`src/rtl/ddr_read_arbiter_if.sv`:
```
// DDR read port bundle. The arbiter drives it as master; the memory side is the slave.
interface ddr_read_arbiter_if #(
  parameter int AddrWidth = 32,
  parameter int DataWidth = 64
);
  logic [AddrWidth-1:0] ddr_address;
  logic                 ddr_r_en;
  logic [DataWidth-1:0] ddr_r_data;
  logic                 ddr_r_valid;

  modport master (output ddr_address, ddr_r_en, input  ddr_r_data, ddr_r_valid);
  modport slave  (input  ddr_address, ddr_r_en, output ddr_r_data, ddr_r_valid);
endinterface

```
`src/rtl/ddr_read_arbiter.sv`:
```
// Round-robin arbiter sharing one DDR read port between NumRequesters clients.
// One read is outstanding at a time; each response is routed to its owner.

// Per-client request slot: holds one pending read and flags duplicate requests.
module ddr_read_arbiter_slot #(
  parameter int AddrWidth = 32
) (
  input  logic                 clk_i,
  input  logic                 rst_ni,
  input  logic                 req_en_i,
  input  logic [AddrWidth-1:0] req_addr_i,
  input  logic                 grant_i,
  input  logic                 busy_i,
  output logic                 pending_o,
  output logic [AddrWidth-1:0] addr_o,
  output logic                 drop_o
);
  logic                 pending_q;
  logic [AddrWidth-1:0] addr_q;

  // A request while one is already queued or in flight is dropped.
  assign drop_o    = req_en_i && (pending_q || busy_i);
  assign pending_o = pending_q;
  assign addr_o    = addr_q;

  // Pending flag: set on accepted request, cleared on grant (never both at once).
  always_ff @(posedge clk_i) begin
    if (!rst_ni)                   pending_q <= 1'b0;
    else if (req_en_i && !drop_o)  pending_q <= 1'b1;
    else if (grant_i)              pending_q <= 1'b0;
  end

  // Address latch; only meaningful while pending, so no reset needed.
  always_ff @(posedge clk_i) begin
    if (req_en_i && !drop_o) addr_q <= req_addr_i;
  end
endmodule

module ddr_read_arbiter #(
  parameter int NumRequesters = 2,
  parameter int AddrWidth     = 32,
  parameter int DataWidth     = 64
) (
  input  logic                                    clk_i,
  input  logic                                    rst_ni,
  input  logic [NumRequesters-1:0]                req_r_en_i,
  input  logic [NumRequesters-1:0][AddrWidth-1:0] req_address_i,
  output logic [NumRequesters-1:0]                req_r_valid_o,
  output logic [DataWidth-1:0]                    req_r_data_o,
  ddr_read_arbiter_if.master                      ddr,
  output logic                                    protocol_error_o
);
  localparam int PtrW = $clog2(NumRequesters);

  typedef logic [AddrWidth-1:0] ddr_address_t;
  typedef logic [PtrW-1:0]      ptr_t;
  typedef enum logic {IDLE, WAITING} state_e;

  state_e                              state_q, state_d;
  ptr_t                                owner_q, owner_d;
  ptr_t                                rr_ptr_q, rr_ptr_d;
  ptr_t                                gnt_idx;
  logic                                any_pending;
  logic                                err_q;
  logic                                idle_rsp;
  int                                  scan_idx;
  logic [NumRequesters-1:0]            pending_q, grant, busy, drop;
  ddr_address_t [NumRequesters-1:0]    addr_q;

  for (genvar i = 0; i < NumRequesters; i++) begin : g_slot
    // Owner stops being busy in its response cycle, so it may re-request then.
    assign busy[i] = (state_q == WAITING) && (owner_q == ptr_t'(i)) && !ddr.ddr_r_valid;

    ddr_read_arbiter_slot #(.AddrWidth(AddrWidth)) u_slot (
      .clk_i      (clk_i),
      .rst_ni     (rst_ni),
      .req_en_i   (req_r_en_i[i]),
      .req_addr_i (req_address_i[i]),
      .grant_i    (grant[i]),
      .busy_i     (busy[i]),
      .pending_o  (pending_q[i]),
      .addr_o     (addr_q[i]),
      .drop_o     (drop[i])
    );
  end

  // Round-robin scan: first registered pending index at or above rr_ptr_q, wrapping.
  always_comb begin
    any_pending = 1'b0;
    gnt_idx     = '0;
    scan_idx    = 0;
    for (int k = 0; k < NumRequesters; k++) begin
      scan_idx = int'(rr_ptr_q) + k;
      if (scan_idx >= NumRequesters) scan_idx = scan_idx - NumRequesters;
      if (!any_pending && pending_q[ptr_t'(scan_idx)]) begin
        any_pending = 1'b1;
        gnt_idx     = ptr_t'(scan_idx);
      end
    end
  end

  // Controller state, owner and round-robin pointer.
  always_ff @(posedge clk_i) begin
    if (!rst_ni) begin
      state_q  <= IDLE;
      owner_q  <= '0;
      rr_ptr_q <= '0;
    end else begin
      state_q  <= state_d;
      owner_q  <= owner_d;
      rr_ptr_q <= rr_ptr_d;
    end
  end

  // Next state and port outputs; outputs held quiet while reset is asserted.
  always_comb begin
    state_d         = state_q;
    owner_d         = owner_q;
    rr_ptr_d        = rr_ptr_q;
    grant           = '0;
    req_r_valid_o   = '0;
    ddr.ddr_r_en    = 1'b0;
    ddr.ddr_address = addr_q[gnt_idx];
    case (state_q)
      IDLE: begin
        if (any_pending) begin
          grant[gnt_idx] = 1'b1;
          ddr.ddr_r_en   = 1'b1;
          owner_d        = gnt_idx;
          rr_ptr_d       = (gnt_idx == ptr_t'(NumRequesters - 1)) ? '0 : gnt_idx + 1'b1;
          state_d        = WAITING;
        end
      end
      WAITING: begin
        if (ddr.ddr_r_valid) begin
          req_r_valid_o[owner_q] = 1'b1;
          state_d                = IDLE;
        end
      end
      default: state_d = IDLE;
    endcase
    if (!rst_ni) begin
      ddr.ddr_r_en  = 1'b0;
      req_r_valid_o = '0;
    end
  end

  assign req_r_data_o = ddr.ddr_r_data;
  assign idle_rsp     = (state_q == IDLE) && ddr.ddr_r_valid;

  // Sticky protocol error: duplicate request or response with nothing outstanding.
  always_ff @(posedge clk_i) begin
    if (!rst_ni)                   err_q <= 1'b0;
    else if (|drop || idle_rsp)    err_q <= 1'b1;
  end

  assign protocol_error_o = err_q && rst_ni;
endmodule

```
`src/flat_wrapper.sv`:
```
// flat-port wrapper written by rule: the top's interface ports become plain ports
module ddr_read_arbiter_flat 
#(
  parameter int NumRequesters = 2,
  parameter int AddrWidth     = 32,
  parameter int DataWidth     = 64
)
  (clk_i, rst_ni, req_r_en_i, req_address_i, req_r_valid_o, req_r_data_o, protocol_error_o, ddr_ddr_address, ddr_ddr_r_en, ddr_ddr_r_data, ddr_ddr_r_valid);
  ddr_read_arbiter_if #(.AddrWidth(AddrWidth), .DataWidth(DataWidth)) ddr_i ();
  input  logic clk_i;
  input  logic rst_ni;
  input  logic [NumRequesters-1:0] req_r_en_i;
  input  logic [NumRequesters-1:0][AddrWidth-1:0] req_address_i;
  output logic [NumRequesters-1:0] req_r_valid_o;
  output logic [DataWidth-1:0] req_r_data_o;
  output logic protocol_error_o;
  output wire logic [$bits(ddr_i.ddr_address)-1:0] ddr_ddr_address;
  output wire logic [$bits(ddr_i.ddr_r_en)-1:0] ddr_ddr_r_en;
  input wire logic [$bits(ddr_i.ddr_r_data)-1:0] ddr_ddr_r_data;
  input wire logic [$bits(ddr_i.ddr_r_valid)-1:0] ddr_ddr_r_valid;
  assign ddr_ddr_address = ddr_i.ddr_address;
  assign ddr_ddr_r_en = ddr_i.ddr_r_en;
  assign ddr_i.ddr_r_data = ddr_ddr_r_data;
  assign ddr_i.ddr_r_valid = ddr_ddr_r_valid;
  ddr_read_arbiter #(.NumRequesters(NumRequesters), .AddrWidth(AddrWidth), .DataWidth(DataWidth)) u_core (.clk_i(clk_i), .rst_ni(rst_ni), .req_r_en_i(req_r_en_i), .req_address_i(req_address_i), .req_r_valid_o(req_r_valid_o), .req_r_data_o(req_r_data_o), .ddr(ddr_i), .protocol_error_o(protocol_error_o));
endmodule
```
`config.mk`:
```
export PLATFORM = sky130hd
export DESIGN_NAME = ddr_read_arbiter_flat
export DESIGN_NICKNAME = d
export VERILOG_FILES = /design/src/rtl/ddr_read_arbiter_if.sv /design/src/rtl/ddr_read_arbiter.sv /design/src/flat_wrapper.sv
export SDC_FILE = /design/constraint.sdc
export NUM_CORES = 1
export LEC_CHECK = 0
export ABC_AREA = 1
export CAP_MARGIN = 25
export CELL_PAD_IN_SITES_DETAIL_PLACEMENT = 2
export CELL_PAD_IN_SITES_GLOBAL_PLACEMENT = 2
export CORE_ASPECT_RATIO = 0.9
export CORE_MARGIN = 3
export CORE_UTILIZATION = 37
export DETAILED_ROUTE_END_ITERATION = 10
export DONT_BUFFER_PORTS = 1
export GPL_ROUTABILITY_DRIVEN = 1
export GPL_TIMING_DRIVEN = 0
export HOLD_SLACK_MARGIN = 0.06
export PLACE_DENSITY_LB_ADDON = 0.1
export SYNTH_ARGS = -nofsm -noshare
export SYNTH_HDL_FRONTEND = slang
export SYNTH_SLANG_ARGS = --single-unit
```
`constraint.sdc`:
```
create_clock -name clk_i -period 3.1 [get_ports clk_i]
set_clock_uncertainty 0.15 [all_clocks]
set_input_delay 0.62 -clock clk_i [delete_from_list [all_inputs] [get_ports clk_i]]
set_output_delay 0.62 -clock clk_i [all_outputs]
set_load 0.01 [all_outputs]
```
==> results of run 1 <==
## registers in the layout, indices dropped and copies added, names as in the netlist
register and count:
u_core.g_slot.u_slot.addr_o 64, u_core.err_q 1, u_core.owner_q 1, u_core.g_slot.u_slot.pending_o 2
u_core.rr_ptr_q 1, u_core.state_q 1
## final cells by class
type,instances,area (um2),share of cell area [%]
flip-flops and latches,70,2040,57.5
clock inverters,7,57.6,1.62
inverters,11,46.3,1.30
multi-input cells,128,532,15.0
repair buffers,2,55.1,1.55
clock buffers,9,124,3.49
plain buffers,70,552,15.5
well taps,115,144,4.05
## per-layer routing
metal	track usage (%)	up-vias
li1	-	865
met1	15.1	915
met2	28.1	125
met3	8.80	10
met4	4.32	2
met5	0	-
## cell families after synthesis
family | count (synthesis)
compound gates | 8
buf+inv | 81
simple gates | 120
flops | 70
## stage by stage
| stage | setup slack (ns) | power, mW | utilization (%) | hold WS, ns | cells |
|---|---|---|---|---|---|
| 4_1_cts | 0.851 | 2.18 | 43.4 | 0.201 | 412 |
| 5_1_grt | 0.786 | 2.26 | 43.4 | 0.185 | 412 |
| 3_3_place_gp | 0.622 | 1.49 | 40.5 | 0.330 | 394 |
| 2_1_floorplan | 1.09 | 1.42 | - | 0.311 | 279 |
| 6_report | 0.892 | 2.14 | 43.4 | 0.216 | 412 |
| 3_5_place_dp | 0.846 | 1.51 | 41.2 | 0.338 | 396 |
## path summary, 6_finish.rpt
check | from | end | slack (ns) | depth (start not counted)
max | u_core.g_slot[0].u_slot.pending_o$_SDFFE_PN0P_ | ddr_ddr_address[20] | 0.89 | 7
min | req_address_i[1] | u_core.g_slot[0].u_slot.addr_o[1]$_DFFE_PP_ | 0.22 | 0
max reg2reg | u_core.owner_q$_SDFFE_PN0P_ | u_core.g_slot[0].u_slot.addr_o[28]$_DFFE_PP_ | 1.13 | 5
min reg2reg | u_core.g_slot[0].u_slot.pending_o$_SDFFE_PN0P_ | u_core.g_slot[0].u_slot.pending_o$_SDFFE_PN0P_ | 0.36 | 2
## cell usage in the layout, fill, tap and decap left out, types with 4 or more instances in the layout
| master | instances |
|---|---|
| buf_4 | 64 |
| nand2_2 | 4 |
| inv_1 | 8 |
| clkbuf_8 | 9 |
| nand3_1 | 6 |
| edfxtp_1 | 64 |
| a21oi_1 | 7 |
| nand2_1 | 105 |
| dfxtp_1 | 6 |
| buf_6 | 5 |
## critical path, delay by kind of cell (launching register included)
family	cells	cell delay, ns
buf+inv	3	0.31
flops	1	0.37
simple gates	4	0.43
## cells in the mapped netlist
library cell	count
nor2_1	3
nand3_1	6
nor2_8	1
edfxtp_1	64
o21ai_0	1
nor2_4	1
buf_8	1
nand2_2	4
a21oi_1	7
buf_6	5
nand2_1	105
buf_4	64
inv_1	8
inv_2	2
dfxtp_1	6
inv_6	1
## where the power goes
group	switching, mW	leakage (nW)	internal [mW]
Clock	0.361	0.0824	0.298
Sequential	0.0245	0.662	1.12
Combinational	0.215	0.767	0.123
==> run metrics, run 1 <==
DR top layer met5; number of I/O pins between 200 and 250; Area after DPL 3370 um2; post-synth top area share 60.6%; fmax approximately 450 MHz; DRC 0; largest family of logic cells by synthesized area buffers and inverters; Final setup viols 0; layout overhead on the synthesized area 12.0%; post-cts hold buffer count 0; via/cell ratio around 4.7; maximum vdd ir drop ~0.34 mV; Synth Area in Compound Gates approximately 1.3%; Least-Margin Pin Slew 0.856 ns; Final Instance Area between 3000 and 4000 um2; initial antenna violation count 1; Clock H-tree levels 3; Yosys reg bits 70; CP Launch Type flop; Synth Warn # 0; DR WL met2 approximately 4200 um; Final #Nets between 400 and 500; synth top area cells edfxtp_1 (61%), buf_4 (15%), nand2_1 (12%), dfxtp_1 (3.8%), buf_6 (1.8%); Root Buffer clkbuf_8; xor/xnor cell area share of the yosys netlist 0%; CP Cell Sequence inv_2, nor2_4, nor2_8, inv_6, buf_6, nand2_1, nand2_1; Setup CP Type flop to output port; core area 8180 um2; Tightest Hold Check Type primary input to flop; Slew Limit Fails 0; final antenna-violating net count 0; share of cells above drive strength 1 about a third; Port Buffer Count 0; Critical Path Sink Type output port; Distinct cells, synth 16; TritonCTS Buffers 9; Max Root-Sink Buffers 2; filler cell count 860; grt total ovfl 0; initial DRC count 31; Final min period 2.21 ns; slowest CP cell dfxtp_1; final WL around 7700 um; CTS tree done; routed via count ~1900; crit share post-route between 70 and 80%; post-synthesis sequential area ratio 64.4%; Post-Synth Adder-Cell Area 0%; PostCTS Resize Cnt 0; max incr delay on CP roughly 0.37 ns; clock latency on the worst-skew pair about 0.34 ns; crit-path most repeated cell nand2_1; Pwr Density 602 nW/um2; Worst Path Max Fanout 10; chip height between 90 and 100 um; # diodes 0; Netlist Area Pre-Place approximately 3200 um2; unrepaired setup endpoints after global routing no; die area 9720 um2; largest net degree at the start of global routing 20; status finished clean; routed metal-1 wirelength 2550 um; maxcap violations 0; post-synth net total 412; mux contribution to synthesized area 0%; DIE WIDTH about 100 um; routability congestion estimate a little under 0.7; vias in the first global route 2043; Post-DP HPWL around 6000 um; Rel. slew slack between 40% and 50%; Final Hold Vio Count 0; met3 wire length around 860 um; CP required about 2.3 ns; Cells after Synth ~280; average wire per standard cell roughly 19 um; GRT Util Overall about 15%; number of clock sinks 70; simple-gate share of the synthesized area approximately 16%; Static Leak around 1.5 nW; Row Count 31; Critical Path AT ~1.4 ns; cell taking the most area after synthesis edfxtp_1; Initial Util 38.8%; clk slew on worst S/H paths roughly 0.080 ns; Syn Area/Cell 11.4 um2; postcts setup bufs 0; first-pass GRT wire length 11300 um; DRT Pass-1 Iters 4; setup_tns 0 ns
(Power assumes the default switching activity.)
==> run 2, diff against run 1 <==
CORE_UTILIZATION = 31   (was 37)
clock period = 2 ns   (was 3.1 ns; I/O delays follow)
==> run metrics, run 2 (synthesis gave the netlist of run 1 again) <==
status finished clean; Row Count 34 (+9.7%); Sw Share 25.3% (-2.8 points); Flop pwr share 44.6% (-8.8 points); layout overhead on the synthesized area 36.7%; GRT Util Overall 14.3% (-1.1 points); routed via count 2164 (+13%); Slew Limit Fails 0 (unchanged); chip height 102 um (+8.7%); number of I/O pins 233 (unchanged); Rel. slew slack 48.3% (+5.5 points); hold_ws 0.126 ns (-0.0909 ns); final WL 8670 um (+13%); Clock H-tree levels 3 (unchanged); area occupied by multi-input gates 549 um2 (+3.3%); max incr delay on CP 0.33 ns (-0.04 ns); average wire per standard cell 17.8 um (-4.9%); Combinational Power Share 15.9% (about the same); DIE WIDTH 113 um (+8.7%); crit-path most repeated cell nand2_1; Critical Path AT 1.35 ns (-0.09 ns); most frequent cells in the layout nand2_1 (98), buf_4 (65), dlygate4sd3_1 (65); Worst Path Buf+Inv 3 (unchanged); Pint 2.97 mW (+93%); share of cells above drive strength 1 29.6% (-3.1 points); Setup CP Type flop to output port; Final #Nets 490 (+15%); clock latency on the worst-skew pair 0.32 ns (-0.02 ns); fmax 526 MHz; CP Cell Sequence inv_2, nor2_4, nor2_8, inv_6, buf_6, nand2_1, nand2_1; CTS tree done; largest net degree at the start of global routing 33 (+65%); clk slew on worst S/H paths 0.06 ns (-0.02 ns); crit share post-route a little over nine tenths; Final min period about 1.9 ns; CP Launch Type flop; register area 2040 um2 (+0.12%); Critical Path Sink Type output port; Post-DP HPWL 5940 um (-2.5%); die area 11500 um2 (+18%); first-pass GRT wire length 12600 um (+11%); Port Buffer Count 0 (unchanged); filler cell count 993 (+15%); # diodes 0 (unchanged); TritonCTS Buffers 9 (unchanged); initial DRC count 31 (unchanged); Tightest Hold Check Type primary input to flop; Worst Path Max Fanout 10 (unchanged); Final setup viols 0 (unchanged); Least-Margin Pin Slew 0.774 ns (-0.0820 ns); Final Instance Area 4340 um2 (+22%); CP delay by family, top simple AND/OR/NAND/NOR gates; vias in the first global route 2312 (+13%); number of clock sinks 70 (unchanged); routability congestion estimate 0.673 (-3.0%); slowest CP cell dfxtp_2; grt total ovfl 0 (unchanged); core area 9830 um2 (+20%); via/cell ratio 4.43 (-4.7%); Place WS 0.131 ns (-0.715 ns); setup_tns 0 ns (unchanged); Power Total 3.98 mW (+86%); DRC 0 (unchanged); commonest non-fill, non-tap cell in the layout nand2_1; Static Leak 1.83 nW (+21%); Psw 1.01 mW (+68%); final antenna-violating net count 0 (unchanged); initial antenna violation count 0 (-1); Max Root-Sink Buffers 2 (unchanged); Initial Util 32.3% (-6.5 points); Area after DPL 3360 um2 (-0.41%); max FFs per register 64 (unchanged); Root Buffer clkbuf_16; Pwr Density 917 nW/um2 (+52%); CP required 1.45 ns (-0.88 ns); Final Hold Vio Count 0 (unchanged); fin worst setup slack 0.0979 ns (-0.794 ns); DRT Pass-1 Iters 4 (unchanged); clock share of power 39.6% (+8.8 points); maxcap violations 0 (unchanged); maximum vdd ir drop 0.586 mV (+74%)
[run 2: cell types whose count changed in the layout (fill, tap and decap cells not counted), sizes merged]
cell / previous run / this run
dlygate4sd3: 0 / 65
inv: 13 / 11
bufinv: 0 / 1
clkinv: 2 / 3
[run 2: metrics by stage]
step | instances | utilization, %
floorplan | 279 | -
global placement | 405 | 33.9
detailed placement | 406 | 34.2
CTS | 487 | 43.9
global route | 488 | 44.1
finish | 488 | 44.1
[run 2: what timing repair did]
action	CTS	global route
hold buffers	65	0
hold endpoints to repair	65	0
setup buffers	0	1
setup endpoints to repair	1	30
resized for setup	1	8
pin swaps	1	1
[run 2: area by class of cell]
class / instances / area share (%)
Sequential cell: 70 / 47.2
Inverter: 11 / 1.07
Clock buffer: 9 / 5.19
Tap cell: 126 / 3.64
Multi-Input combinational cell: 128 / 12.7
Buffer: 70 / 12.7
Timing Repair Buffer: 67 / 15.8
Clock inverter: 7 / 1.73
[run 2: power by group through the flow]
stage          Combinational (mW)  Clock (mW)  Sequential, mW
6_report                    0.631        1.57            1.77
5_1_grt                     0.699        1.69            1.78
4_1_cts                     0.639        1.62            1.77
3_5_place_dp                0.531           0            1.80
3_3_place_gp                0.515           0            1.80
2_1_floorplan               0.410           0            1.79
[run 2: tightest hold or removal path, delay by kind of cell]
family | cells | cell delay, ns
simple gates | 1 | 0.06
compound gates | 1 | 0.05
buf+inv | 1 | 0.04
[run 2: worst paths after layout]
check | endpoint | cells after the start | slack [ns] | start
max | ddr_ddr_address[19] | 7 | 0.1 | u_core.g_slot[0].u_slot.pending_o$_SDFFE_PN0P_
min | u_core.state_q$_SDFF_PN0_ | 3 | 0.13 | ddr_ddr_r_valid
max reg2reg | u_core.g_slot[0].u_slot.addr_o[26]$_DFFE_PP_ | 4 | 0.20 | u_core.owner_q$_SDFFE_PN0P_
min reg2reg | u_core.g_slot[0].u_slot.pending_o$_SDFFE_PN0P_ | 2 | 0.34 | u_core.g_slot[0].u_slot.pending_o$_SDFFE_PN0P_
[run 2: metal layers]
layer	global-route usage [%]	vias up	wire length [um]
met5	0	-	0
met4	4.44	0	73
met3	5.62	8	782
met2	27.1	120	4740
met1	14.6	1036	3080
li1	-	1000	-
